File: config.mk
export PLATFORM = sky130hd
export DESIGN_NAME = ppu_dma_engine
export DESIGN_NICKNAME = d
export VERILOG_FILES = /design/src/rtl/ppu_dma_pkg.sv /design/src/rtl/dma_addr_gen.sv /design/src/rtl/ppu_dma_engine.sv
export SDC_FILE = /design/constraint.sdc
export NUM_CORES = 1
export LEC_CHECK = 0
export ABC_AREA = 1
export CORE_MARGIN = 5
export CORE_UTILIZATION = 46
export DETAILED_ROUTE_END_ITERATION = 16
export PLACE_DENSITY = 0.84
export SKIP_CTS_REPAIR_TIMING = 1
export SYNTH_ARGS = -nofsm -noshare
export SYNTH_HDL_FRONTEND = slang
export SYNTH_SLANG_ARGS = --single-unit
File: constraint.sdc
create_clock -name clk -period 2.8 [get_ports clk]
set_clock_uncertainty 0.05 [all_clocks]
set_input_delay 0.7 -clock clk [delete_from_list [all_inputs] [get_ports clk]]
set_output_delay 0.7 -clock clk [all_outputs]
set_load 0.01 [all_outputs]
File: src/rtl/ppu_dma_pkg.sv
// rtl/ppu_dma_pkg.sv - shared types for the PPU DMA engine
package ppu_dma_pkg;

  typedef enum logic [2:0] {
    IDLE   = 3'd0,
    ALIGN1 = 3'd1,
    ALIGN2 = 3'd2,
    READ   = 3'd3,
    WRITE  = 3'd4
  } dma_state_t;

endpackage

File: src/rtl/dma_addr_gen.sv
// rtl/dma_addr_gen.sv - byte counter, last-byte compare and destination stride accumulator
module dma_addr_gen #(
  parameter int DST_AW = 11,
  parameter int LEN_W  = 8
) (
  input  logic              clk,
  input  logic              rst,
  input  logic              step,
  input  logic              clr,
  input  logic              inc,
  input  logic [LEN_W-1:0]  cfg_len,
  input  logic [DST_AW-1:0] stride,
  output logic [LEN_W-1:0]  cnt,
  output logic [DST_AW-1:0] acc,
  output logic              last
);

  // Counter and accumulator only move on steps; clear wins over increment.
  // Both wrap silently, so stride*count overflow aliases onto low addresses.
  always_ff @(posedge clk or posedge rst) begin
    if (rst) begin
      cnt <= '0;
      acc <= '0;
    end else if (step) begin
      if (clr) begin
        cnt <= '0;
        acc <= '0;
      end else if (inc) begin
        cnt <= cnt + LEN_W'(1);
        acc <= acc + stride;
      end
    end
  end

  assign last = (cnt == cfg_len);

endmodule

File: src/rtl/ppu_dma_engine.sv
// rtl/ppu_dma_engine.sv - parametrised copy/fill DMA from CPU space into PPU-side memory
module ppu_dma_engine
  import ppu_dma_pkg::*;
#(
  parameter int SRC_AW = 16,
  parameter int DST_AW = 11,
  parameter int LEN_W  = 8
) (
  input  logic              clk,
  input  logic              rst,
  input  logic              cpu_clk_en,
  input  logic              cpu_cyc_par,
  input  logic              start,
  input  logic              abort,
  input  logic              cfg_fill,
  input  logic [SRC_AW-1:0] cfg_src_addr,
  input  logic [DST_AW-1:0] cfg_dst_addr,
  input  logic [DST_AW-1:0] cfg_dst_stride,
  input  logic [LEN_W-1:0]  cfg_len,
  input  logic [7:0]        cfg_fill_val,
  output logic [SRC_AW-1:0] src_addr,
  output logic              src_re,
  input  logic [7:0]        src_rd_data,
  output logic [DST_AW-1:0] dst_addr,
  output logic              dst_we,
  output logic [7:0]        dst_data,
  output logic              cpu_sus,
  output logic              busy,
  output logic              done,
  output logic              aborted
);

  dma_state_t        state;
  dma_state_t        state_nx;

  logic              fill_q;
  logic [SRC_AW-1:0] src_base_q;
  logic [DST_AW-1:0] dst_base_q;
  logic [DST_AW-1:0] stride_q;
  logic [LEN_W-1:0]  len_q;
  logic [7:0]        fill_val_q;

  logic              ag_clr;
  logic              ag_inc;
  logic [LEN_W-1:0]  cnt;
  logic [DST_AW-1:0] acc;
  logic              last;

  logic              accept;

  assign accept = cpu_clk_en && start && (state == IDLE);

  // State register; the machine only advances on CPU steps.
  always_ff @(posedge clk or posedge rst) begin
    if (rst) begin
      state <= IDLE;
    end else if (cpu_clk_en) begin
      state <= state_nx;
    end
  end

  // Configuration snapshot taken on the accepted start step, so the
  // register interface may change cfg_* freely while a transfer runs.
  always_ff @(posedge clk or posedge rst) begin
    if (rst) begin
      fill_q     <= 1'b0;
      src_base_q <= '0;
      dst_base_q <= '0;
      stride_q   <= '0;
      len_q      <= '0;
      fill_val_q <= 8'h00;
    end else if (accept) begin
      fill_q     <= cfg_fill;
      src_base_q <= cfg_src_addr;
      dst_base_q <= cfg_dst_addr;
      stride_q   <= cfg_dst_stride;
      len_q      <= cfg_len;
      fill_val_q <= cfg_fill_val;
    end
  end

  dma_addr_gen #(
    .DST_AW (DST_AW),
    .LEN_W  (LEN_W)
  ) u_addr_gen (
    .clk     (clk),
    .rst     (rst),
    .step    (cpu_clk_en),
    .clr     (ag_clr),
    .inc     (ag_inc),
    .cfg_len (len_q),
    .stride  (stride_q),
    .cnt     (cnt),
    .acc     (acc),
    .last    (last)
  );

  // Next-state and strobes; abort overrides everything, including the final write.
  always_comb begin
    state_nx = state;
    cpu_sus  = 1'b0;
    src_re   = 1'b0;
    dst_we   = 1'b0;
    done     = 1'b0;
    aborted  = 1'b0;
    ag_clr   = 1'b0;
    ag_inc   = 1'b0;
    case (state)
      IDLE: begin
        if (accept) begin
          cpu_sus  = 1'b1;
          state_nx = ALIGN1;
        end
      end
      ALIGN1: begin
        cpu_sus = 1'b1;
        ag_clr  = 1'b1;
        if (cpu_cyc_par) begin
          state_nx = ALIGN2;
        end else begin
          state_nx = fill_q ? WRITE : READ;
        end
      end
      ALIGN2: begin
        cpu_sus  = 1'b1;
        state_nx = fill_q ? WRITE : READ;
      end
      READ: begin
        cpu_sus  = 1'b1;
        src_re   = cpu_clk_en;
        state_nx = WRITE;
      end
      WRITE: begin
        dst_we = cpu_clk_en;
        if (last) begin
          done     = cpu_clk_en;
          state_nx = IDLE;
        end else begin
          cpu_sus  = 1'b1;
          ag_inc   = 1'b1;
          state_nx = fill_q ? WRITE : READ;
        end
      end
      default: begin
        state_nx = IDLE;
      end
    endcase
    if ((state != IDLE) && abort) begin
      src_re   = 1'b0;
      dst_we   = 1'b0;
      done     = 1'b0;
      ag_inc   = 1'b0;
      aborted  = cpu_clk_en;
      state_nx = IDLE;
    end
  end

  assign busy     = (state != IDLE);
  assign src_addr = src_base_q + SRC_AW'(cnt);
  assign dst_addr = dst_base_q + acc;
  assign dst_data = (state == WRITE) ? (fill_q ? fill_val_q : src_rd_data) : 8'h00;

endmodule

### Yosys cells after proc, flatten, opt, wreduce, memory -nomap -nowiden

Index checks and enable logic that the tools add are counted.

* reduce and logical (&&, ||, !) cells: 9
* multiplexer cells: 26
* add/sub/neg operators: 4
* equality and inequality tests: 6

Operator list (number)
* 8-bit 2-to-1 mux: 4
* 11-bit adder: 2
* 11-bit 2-to-1 mux: 2
* 16-bit by 8-bit adder with 16-bit output: 1
* 3-bit 2-to-1 mux: 5
* 3-bit one-hot mux with 5 select lines: 1
* 1-bit 2-to-1 mux: 13
* 8-bit by 1-bit adder with 8-bit output (second input constant): 1
* 8-bit equality test: 1
* 3-bit by 2-bit equality test with 1-bit output (second input constant): 2
* 2-bit AND reduction: 2
* 3-bit by 1-bit equality test with 1-bit output (second input constant): 1
* 3-bit equality test (second input constant): 1
* 1-bit logical AND: 3
* 3-bit zero test: 1
* 3-bit by 2-bit inequality test with 1-bit output (second input constant): 1
* 1-bit one-hot mux with 3 select lines: 1
* 3-bit nonzero test: 1
* 3-bit OR reduction: 1
* 2-bit nonzero test: 1

* register bits after elaboration: 77
* input bits: 69
* word-level logic and storage cells: 54

### Logic depth before layout (Yosys ltp)

* depth in word-level cells: 6
* depth in mapped cells: 12
* depth with buffers taken out: 11

### Hierarchy

A second synthesis with hierarchy kept.

* cells, all modules: 742
* area total of the unflattened synthesis: 5430.2 µm²

Modules (own cells, without submodules)
* ppu_dma_engine: cells each 526, area each 3946.3 µm², times used 1
* dma_addr_gen: cells each 216, area each 1483.9 µm², times used 1

### Least setup slack after synthesis

OpenSTA, ideal clock, no wires.

* path type: register -> output
* start point: register u_addr_gen.acc[0]
* end point: output port dst_addr[8]
* path buffers: 0
* arrival time: 1.657 ns
* path slack: 0.393 ns
* cell stages (with the launch flop): 8
* required time: 2.050 ns
* cells stage by stage: dfrtp_1 > ha_1 > inv_1 > fa_1 > o21ai_0 > nand2_1 > o211ai_1 > xor2_1

* longest elaborated chain between the ends: 1

Ends and longest elaborated chain
* start: declaration: line dma_addr_gen.sv:14 `output logic [DST_AW-1:0] acc,`
* start signal: assignment: line dma_addr_gen.sv:30 `acc <= acc + stride;`
* 11-bit adder: line ppu_dma_engine.sv:160 `assign dst_addr = dst_base_q + acc;`
* end: declaration: line ppu_dma_engine.sv:24 `output logic [DST_AW-1:0] dst_addr,`

No other way between the ends.

### Final worst setup path

* start point: register u_addr_gen.cnt[6]
* end point: output port src_addr[10]

* longest elaborated chain between the ends: 1

Ends and longest elaborated chain
* start: declaration: line dma_addr_gen.sv:13 `output logic [LEN_W-1:0] cnt,`
* start signal: assignment: line dma_addr_gen.sv:29 `cnt <= cnt + LEN_W'(1);`
* 16-bit by 8-bit adder with 16-bit output: line ppu_dma_engine.sv:159 `assign src_addr = src_base_q + SRC_AW'(cnt);`
* end: declaration: line ppu_dma_engine.sv:21 `output logic [SRC_AW-1:0] src_addr,`

No other way between the ends.

==> impl_metrics.env <==
export IMPL_synth_most_common_cell="nand2_1"
export IMPL_run_status="finished with violations"
export IMPL_rsz0062_at_grt="yes"
export IMPL_portBuffers=109
export IMPL_diodes=0
export IMPL_place_congestion=0.898
export IMPL_cap_viol_max_count=0
export IMPL_syn_to_final_growth_pct=41.6
export IMPL_hold_ws_ns=0.466
export IMPL_dieArea_um2=12800
export IMPL_first_iter_violations=286
export IMPL_syn_nets=687
export IMPL_synth_top_cell_area_share_pct=39.5
export IMPL_grt_usage_pct=20.7
export IMPL_synth_cells=586
export IMPL_insertion_delay_ns=0.36
export IMPL_ys_warn_count=0
export IMPL_crit_slowest_cell="dfrtp_1"
export IMPL_drc_errors=0
export IMPL_cts_buffers=9
export IMPL_period_needed_ns=2.85
export IMPL_vias=4546
export IMPL_report_final_hold_viol_count=0
export IMPL_cp_required_ns=2.05
export IMPL_timing_fmax_ghz=0.351
export IMPL_tns_ns=-0.110
export IMPL_grt_pass1_wl_um=21500
export IMPL_cts_tree="yes"
export IMPL_ant_nets=0
export IMPL_cp_start_kind="flip-flop"
export IMPL_first_global_vias=4599
export IMPL_instances_no_fill=872
export IMPL_ir_worst_vdd_mv=0.903
export IMPL_critPathMaxFanout=3
export IMPL_powerDensity_nw_per_um2=1070
export IMPL_ys_seq_area_share_pct=39.5
export IMPL_antenna_found_initial=1
export IMPL_path_clk_slew_ns=0.07
export IMPL_placed_cells_incl_taps=851
export IMPL_critPathBufInv=2
export IMPL_async_reset_ff_share_pct=100
export IMPL_cpLargestDelayFamily="simple AND/OR/NAND/NOR gates"
export IMPL_wl_per_cell_um=15.8
export IMPL_post_dp_hpwl_um=9730
export IMPL_synthTopCellsByArea="dfrtp_1 39%, nand2_1 11%, mux2_2 9.9%"
export IMPL_critical_path_top_cell_by_count="nand2_2"
export IMPL_crit_path_end_kind="output port"
export IMPL_drive_gt1_share_pct=23.5
export IMPL_netlist_top_cells_count="147 x nand2_1, 77 x dfrtp_1, 56 x nor2_1, 54 x inv_1, 43 x mux2_2"
export IMPL_worst_setup_path_type="flip-flop to output port"
export IMPL_clock_tree_root_cell="clkbuf_8"
export IMPL_synth_seq_cells=77
export IMPL_synth_edf_count=0
export IMPL_path_cells="buf_6 > ha_4 > nand2_1 > nor2_1 > nand2_2 > nand2_2 > nand2_2 > nor2_1 > xor2_1 > buf_2"
export IMPL_syn_area_um2=4880
export IMPL_die_y_um=113
export IMPL_grt_max_degree=68
export IMPL_start_util_pct=47.3
export IMPL_vias_per_cell=5.21
export IMPL_clk_path_buf_depth=2
export IMPL_slew_limit_headroom_pct=47.7
export IMPL_p_leak_nw=3.55
export IMPL_avgSynthCellArea_um2=8.33
export IMPL_hp_class="flip-flop to flip-flop"
export IMPL_core_um2=10300
export IMPL_max_stage_delay_ns=0.40
export IMPL_violations="negative setup slack"
export IMPL_worstMarginPinSlew_ns=0.785
export IMPL_synth_top_cell_by_area="dfrtp_1"
export IMPL_synthFlopType="dfrtp_1"
export IMPL_slew_violations=0
export IMPL_overflow=0
export IMPL_setup_viol=3
export IMPL_row_count=37
export IMPL_setup_ws_ns=-0.0470
export IMPL_htree_levels=3
export IMPL_drt_total_wl_um=13800
export IMPL_dr_pass1_iters=5
export IMPL_cts_sinks=77
export IMPL_yosysUniqueCellTypes=33
export IMPL_post_route_period_util_pct=102
export IMPL_io_pins=110
export IMPL_die_w_um=113
export IMPL_final_core_util_pct=67.0
export IMPL_cp_arrival_ns=2.10
export IMPL_finalNetCount=832
==> logic make-up after synthesis <==
group,count (synthesis),synth area share (%)
DFF,77,39.5
and+or+nand+nor,256,22.2
adders and majority gates,32,8.66
xor gates and xnor gates,32,5.74
muxes,43,9.92
AOI/OAI and AO/OA,76,8.25
buffers and inverters,70,5.79
==> registers in the layout, summed over array words and instances, names as in the netlist <==
signal          count
fill_val_q          8
u_addr_gen.acc     11
dst_base_q         11
stride_q           11
u_addr_gen.cnt      8
state               3
src_base_q         16
fill_q              1
len_q               8
==> final timing paths <==
kind | from | to | slack [ns] | cells past startpoint
setup / recovery | u_addr_gen.cnt[6]$_DFFE_PP0P_ | src_addr[10] | -0.05 | 10
hold / removal | fill_val_q[5]$_DFFE_PP0P_ | fill_val_q[5]$_DFFE_PP0P_ | 0.47 | 1
setup reg to reg | u_addr_gen.acc[5]$_DFFE_PP0P_ | u_addr_gen.acc[10]$_DFFE_PP0P_ | 0.76 | 9
hold reg to reg | fill_val_q[5]$_DFFE_PP0P_ | fill_val_q[5]$_DFFE_PP0P_ | 0.47 | 1
max in group asynchronous | rst | state[1]$_DFFE_PP0P_ | 1.43 | 3
min in group asynchronous | rst | stride_q[4]$_DFFE_PP0P_ | 0.62 | 2
==> report_power, final <==
part | total [mW] | switching (mW) | internal (mW) | leakage, nW
sequential | 2.04 | 0.430 | 1.61 | 0.931
clock | 0.964 | 0.416 | 0.548 | 0.116
combinational | 4.38 | 2.26 | 2.11 | 2.51
==> final cells by class <==
class	instances	area, um^2
repair buffers	145	1400
clock inverters	4	70.1
multi-input cells	439	2970
fillers	778	3410
clock buffers	12	155
well taps	136	170
inverters	59	223
flip-flops and latches	77	1930
==> cells in the final DEF (no fill, tap or decap), types with 4 or more instances in the layout <==
master	synthesis	layout
nand3_1	32	30
clkbuf_8	0	11
nor2_1	56	51
ha_1	29	16
nand2_4	2	7
mux2_2	43	43
clkdlybuf4s50_1	0	71
xor2_1	21	20
dlymetal6s2s_1	0	26
nand2_2	2	10
inv_1	54	49
ha_4	0	11
dfrtp_1	77	73
inv_2	4	8
nand4_1	8	8
xnor2_1	11	11
buf_2	7	8
nand2_1	147	134
a21oi_2	0	4
o21ai_0	20	15
buf_6	1	4
dfrtp_2	0	4
buf_4	1	32
nor2_2	0	5
a21oi_1	41	36
o21ai_1	5	8
==> stage by stage <==
step | instance area [um^2] | setup slack (ns) | power, mW
floorplan | 4880 | 0.0833 | 4.40
global placement | 6330 | -0.104 | 5.90
detailed placement | 6330 | -0.177 | 6.06
CTS | 6560 | -0.595 | 7.05
global route | 6910 | -0.152 | 7.95
finish | 6910 | -0.0470 | 7.38
==> metal layers <==
| layer | routed length (um) | GRT usage (%) | vias up | part of all wire (%) |
|---|---|---|---|---|
| met1 | 5670 | 25.1 | 2133 | 41 |
| met4 | 365 | 8.33 | 2 | 2.6 |
| li1 | - | - | 2221 | - |
| met5 | 7 | 0 | - | 0.051 |
| met2 | 6970 | 35.9 | 150 | 51 |
| met3 | 769 | 4.28 | 40 | 5.6 |
(Power assumes the default switching activity.)
